`config.mk`:
```
export PLATFORM = sky130hd
export DESIGN_NAME = mvm3_requant
export DESIGN_NICKNAME = d
export VERILOG_FILES = /design/src/rtl/mvm3_requant.sv
export SDC_FILE = /design/constraint.sdc
export NUM_CORES = 1
export LEC_CHECK = 0
export CORE_ASPECT_RATIO = 1.5
export CORE_UTILIZATION = 55
export CTS_CLUSTER_SIZE = 25
export DETAILED_ROUTE_END_ITERATION = 12
export DONT_BUFFER_PORTS = 1
export PLACE_DENSITY = 0.78
export SYNTH_ARGS = -nofsm -noshare
export SYNTH_HDL_FRONTEND = slang
export SYNTH_SLANG_ARGS = --single-unit
```
`constraint.sdc`:
```
create_clock -name clk -period 3.3 [get_ports clk]
set_input_delay 0.66 -clock clk [delete_from_list [all_inputs] [get_ports clk]]
set_output_delay 0.66 -clock clk [all_outputs]
set_load 0.01 [all_outputs]
```
`src/rtl/mvm3_requant.sv`:
```
// mvm3_requant: FIFO-buffered requantizer for 3-element MVM result vectors.
// Optional ReLU is enabled by defining MVM3_REQUANT_RELU_EN.
module mvm3_requant #(
   parameter int SHIFT = 4,
   parameter int DEPTH = 8
) (
   input  logic        clk,
   input  logic        reset,
   input  logic        s_valid,
   output logic        s_ready,
   input  logic [15:0] data_in,
   output logic        m_valid,
   input  logic        m_ready,
   output logic [7:0]  data_out,
   output logic        m_last,
   output logic [15:0] sat_count
);

   localparam int AW = $clog2(DEPTH);
   localparam logic [AW:0] FULL = (AW+1)'(DEPTH);

   logic signed [15:0] mem [DEPTH];
   logic [AW-1:0]      wr_ptr;
   logic [AW-1:0]      rd_ptr;
   logic [AW:0]        occ;
   logic [1:0]         idx;
   logic               push;
   logic               pop;
   logic signed [15:0] head;
   logic signed [15:0] t;
   logic               over;
   logic               under;
   logic               sat;
   logic [7:0]         q;

   assign s_ready  = (occ < FULL);
   assign m_valid  = (occ != '0);
   assign push     = s_valid && s_ready;
   assign pop      = m_valid && m_ready;
   assign head     = mem[rd_ptr];
   assign t        = head >>> SHIFT;
   assign over     = (t > 16'sd127);
   assign under    = (t < -16'sd128);
   assign data_out = q;
   assign m_last   = (idx == 2'd2);

   // Clamp the shifted head into int8 range and flag counted saturation
   always_comb begin
      q   = t[7:0];
      sat = 1'b0;
`ifdef MVM3_REQUANT_RELU_EN
      if (t[15]) begin
         q = 8'h00;
      end else if (over) begin
         q   = 8'h7f;
         sat = 1'b1;
      end
`else
      if (over) begin
         q   = 8'h7f;
         sat = 1'b1;
      end else if (under) begin
         q   = 8'h80;
         sat = 1'b1;
      end
`endif
   end

   // Storage array; writes during reset are dropped
   always_ff @(posedge clk) begin
      if (push && !reset) begin
         mem[wr_ptr] <= data_in;
      end
   end

   // Pointers and occupancy; a concurrent push and pop keeps occupancy
   always_ff @(posedge clk) begin
      if (reset) begin
         wr_ptr <= '0;
         rd_ptr <= '0;
         occ    <= '0;
      end else begin
         if (push) wr_ptr <= wr_ptr + 1'b1;
         if (pop)  rd_ptr <= rd_ptr + 1'b1;
         if (push && !pop)      occ <= occ + 1'b1;
         else if (pop && !push) occ <= occ - 1'b1;
      end
   end

   // Element index within the vector and sticky saturation counter
   always_ff @(posedge clk) begin
      if (reset) begin
         idx       <= 2'd0;
         sat_count <= 16'd0;
      end else if (pop) begin
         idx <= (idx == 2'd2) ? 2'd0 : idx + 2'd1;
         if (sat && sat_count != 16'hffff) begin
            sat_count <= sat_count + 16'd1;
         end
      end
   end

endmodule

```
# [Yosys cells after proc, flatten, opt, wreduce, memory -nomap -nowiden]
# Memory sizes are Yosys's and may differ from the RTL's. A register that Yosys moved wholly into a read port is not among the register bits.
# Cells that the tools add are included.
# W data, S select, Z words.
[totals] ff_bits=28 mem_bits_rw=128 input_bits=20 out_inout_bits=27 word_cells=40 memories=1
[classes] addsub=6 magnitude_cmp=3 eq_ne=2 mux=11 reduce_logical=12
[mem_list] memory="mem" words=8 word_bits=16 read_ports=1 rd_clocked_by_memory_dff=1 wr=1 line_no="22" source="logic signed [15:0] mem [DEPTH];"
[op_table] cell="$add A16 B1 Y16 const B" count=1
[op_table] cell="$mux W8" count=2
[op_table] cell="$ne A16 B16 Y1 const B" count=1
[op_table] cell="$gt A12 B8 Y1 const B" count=1
[op_table] cell="$lt A12 B8 Y1 const B" count=1
[op_table] cell="$mux W4" count=2
[op_table] cell="$add A3 B1 Y3 const B" count=2
[op_table] cell="$logic_and A1 B1 Y1" count=6
[op_table] cell="$mux W3" count=2
[op_table] cell="$add A4 B1 Y4 const B" count=1
[op_table] cell="$lt A4 B4 Y1 const B" count=1
[op_table] cell="$mux W1" count=4
[op_table] cell="$reduce_bool A4 Y1" count=1
[op_table] cell="$sub A4 B1 Y4 const B" count=1
[op_table] cell="$logic_not A1 Y1" count=3
[op_table] cell="$add A2 B1 Y2 const B" count=1
[op_table] cell="$eq A2 B2 Y1 const B" count=1
[op_table] cell="$mux W2" count=1
[op_table] cell="$reduce_and A2 Y1" count=1
[op_table] cell="$reduce_bool A2 Y1" count=1

# [Longest topological paths before layout]
[depth] depth_word=6 mapped_depth=11 mapped_depth_nobuf=10

# [Worst setup path after synthesis]
# No wires, ideal clock.
[synth_path] kind="register to output" startpoint="register with a tool-made name" endpoint="output data_out[1]" arrival_ns=2.460 t_required_ns=2.640 path_slack_ns=0.180 stages_incl_launch_ff=7 n_path_buf=2 path_cell_list="dfxtp_1 > clkbuf_1 > buf_2 > mux4_2 > mux2_2 > o41ai_1 > o21ai_0"
[synth_lines] element="end: declaration" line_no="14" source="output logic [7:0] data_out,"

==> reports/qor.yml <==
clkPwrFrac_pct: 34.3
min_period_ns: 3.275
routedWlPerCell_um: 19.95
tightest_slew_ns: 0.6697
area_growth_pct: 17.93
grt_max_degree: 36
synth.yosys.seq_area_share_pct: 67.83
diodes: 0
slew_headroom_pct: 55.35
hold_path.class: "in2reg"
async_flop_share_pct: 0
final-seq-area_mm2: 0.003508
use_met1_pct: 24.11
cp.arrival_ns: 2.61
fp.dieW_um: 81.13
synthFlopType: "edfxtp_1"
rrSetupSlack_ns: 0.37
grt_pass1_vias: 2924
path_class: "reg2out"
setup_violations: 0
fin_nets: 382
slew_viol_final: 0
viasPerCell: 6.033
grt_most_used_layer: "met2"
use_met3_pct: 7.925
rsz0062_at_grt: "true"
synth_edf_count: 96
r2r_end: "sat_count[1]$_SDFFE_PP0P_"
worstRegToRegCells: 8
core-area_mm2: 0.009200
syn_nets: 348
cp_max_fo: 6
ant_nets: 0
power.share.switching_pct: 26.34
portBuffers: 0
outcome: "complete, no violations"
rows: 43
cp-end-kind: "output pin"
holdPathStages: 1
p_switching_uw: 1247
first_pass_iters: 4
start_util_pct: 56.14
hold_start: "reset"
htreeDepth: 4
io_pins: 47
startpoint_type: "register"
vdd_ir_drop_max_mv: 0.4940
hold_viol: 0
drt_wl_total_um: 9558
period_share_pct: 99.24
grtUsageMet2_pct: 36.45
vias: 2890
synthCells: 321
cts_tree: "done"
dp_cells: 442
yosysUniqueCellTypes: 43
layout-drive-gt1-share_pct: 25.89
path_clk_slew_ns: 0.05
fillers: 632
grt_first_pass_wirelength_um: 14860
power_frac_comb_pct: 25.7
clk_latency_ns: 0.41
grt.overflow.total: 0
fin_cells: 479
drc: 0
p_leak_uw: 0.002011
p_per_area_mw_per_mm2: 777.5
tns_ns: 0
synth.avg_cell_area_um2: 16.09
p_int_uw: 3488
clock-sinks: 127
multi_input_area_mm2: 0.001622
cts.hold.buffers_added: 0
fp.dieH_um: 120.7
dp.final_hpwl_um: 6023
grt_use_total_pct: 21.52
yosys_warnings: 0
maxCapViolCount: 0
required_ns: 2.64
numCtsBuffers: 17
die_area_mm2: 0.009791
drt_iter0_drc: 125
ys_seq_elements: 127
antenna_found_initial: 0
gp_congestion: 0.6887
fmax_mhz: 305.3
clk_path_buf_depth: 2
seqPwrFrac_pct: 40.0
skew_ns: 0.004281
root_buffer: "clkbuf_16"
syn_area_mm2: 0.005165
## final cells by class
type | count | share of cell area [%]
repair buffers | 31 | 4.725
multi-input cells | 173 | 26.62
flip-flops and latches | 127 | 57.60
inverters | 5 | 0.3081
clock inverters | 9 | 1.150
well taps | 112 | 2.301
clock buffers | 22 | 7.293
## through the flow
stage          total power, uW  instance area [um2]  hold slack [ns]  utilization, %  worst slack [ns]
3_5_place_dp              2958                 5446           0.4718           59.20          -0.04177
4_1_cts                   4701                 6046           0.2921           65.71          0.004085
6_report                  4735                 6091           0.3147           66.20           0.02505
5_1_grt                   4937                 6091           0.2958           66.20          -0.04571
3_3_place_gp              2917                 5446           0.4650           59.20          -0.01331
2_1_floorplan             2680                 5165           0.4541               -            0.1795
## logic make-up after synthesis
group / synth area share (%)
AO/OA/AOI/OAI: 6.056
adder cells (fa/ha/maj): 1.841
buffers and inverters: 1.986
XOR/XNOR: 1.357
flip-flops: 67.83
multiplexers: 13.61
AND/OR/NAND/NOR: 7.316
## worst max-delay path, stage by stage (launching register included)
cell and delay (ns):
dfxtp_4 0.38, buf_12 0.13, mux4_2 0.49, mux2_4 0.31, buf_4 0.15, a41oi_4 0.34, buf_4 0.22, a21oi_1 0.04
buf_4 0.14
## worst max path at each step
stage	start	end	slack, ns	depth (start not counted)
floorplan	register	data_out[1]	0.18	6
global placement	register	data_out[3]	-0.01	7
detailed placement	register	data_out[3]	-0.04	7
CTS	register	data_out[3]	0.004	7
global route	register	data_out[4]	-0.05	8
finish	register	data_out[3]	0.03	8
## timing repair
action | CTS | global route
endpoints found under the hold margin | 0 | 0
gates cloned | 1 | 1
setup buffers | 3 | 1
pin swaps | 1 | 1
endpoints found under the setup margin | 7 | 7
gates resized for setup | 6 | 7
## synth_stat cells, types with 3 or more instances
cell / number / share of area (%)
edfxtp_1: 96 / 56
dfxtp_1: 31 / 12
a21oi_1: 26 / 2.5
mux4_2: 22 / 9.6
nor2_1: 19 / 1.4
nand2_1: 14 / 1.0
clkbuf_1: 11 / 0.80
mux2i_1: 11 / 2.1
o21ai_0: 7 / 0.68
or4_1: 7 / 1.0
ha_1: 6 / 1.5
o31ai_1: 6 / 0.87
or3_1: 6 / 0.73
inv_1: 5 / 0.36
nand3_1: 5 / 0.48
xor2_1: 5 / 0.85
mux2_2: 4 / 0.87
nand2b_1: 3 / 0.36
nand4_1: 3 / 0.36
nor2b_1: 3 / 0.36
xnor2_1: 3 / 0.51
## sequential cells by signal (all words and copies together) (netlist names), named ones only
register   cells
idx            2
mem           96
occ            4
rd_ptr         3
sat_count     16
wr_ptr         3
## power by group through the flow
stage          logic [uW]  registers (uW)  clock network, uW
5_1_grt              1320            1910               1710
2_1_floorplan         796            1880                  0
6_report             1210            1900               1620
4_1_cts              1150            1900               1650
3_5_place_dp         1040            1910                  0
3_3_place_gp         1010            1910                  0
## cell usage in the layout, fill, tap and decap left out, drive strengths merged, types with 7 or more instances in the layout
cell,n
nor2,19
dfxtp,31
buf,29
edfxtp,96
clkinv,7
clkbuf,23
nand2,14
o21ai,8
mux4,24
or4,7
a21oi,26
mux2i,11
## metal layers
| layer | routed length (um) | share of wire [%] |
|---|---|---|
| met1 | 3672 | 38 |
| met2 | 5148 | 54 |
| met3 | 533 | 5.6 |
| met4 | 204 | 2.1 |
| met5 | 0 | 0 |
No activity file was read; power rests on OpenSTA's default activity.
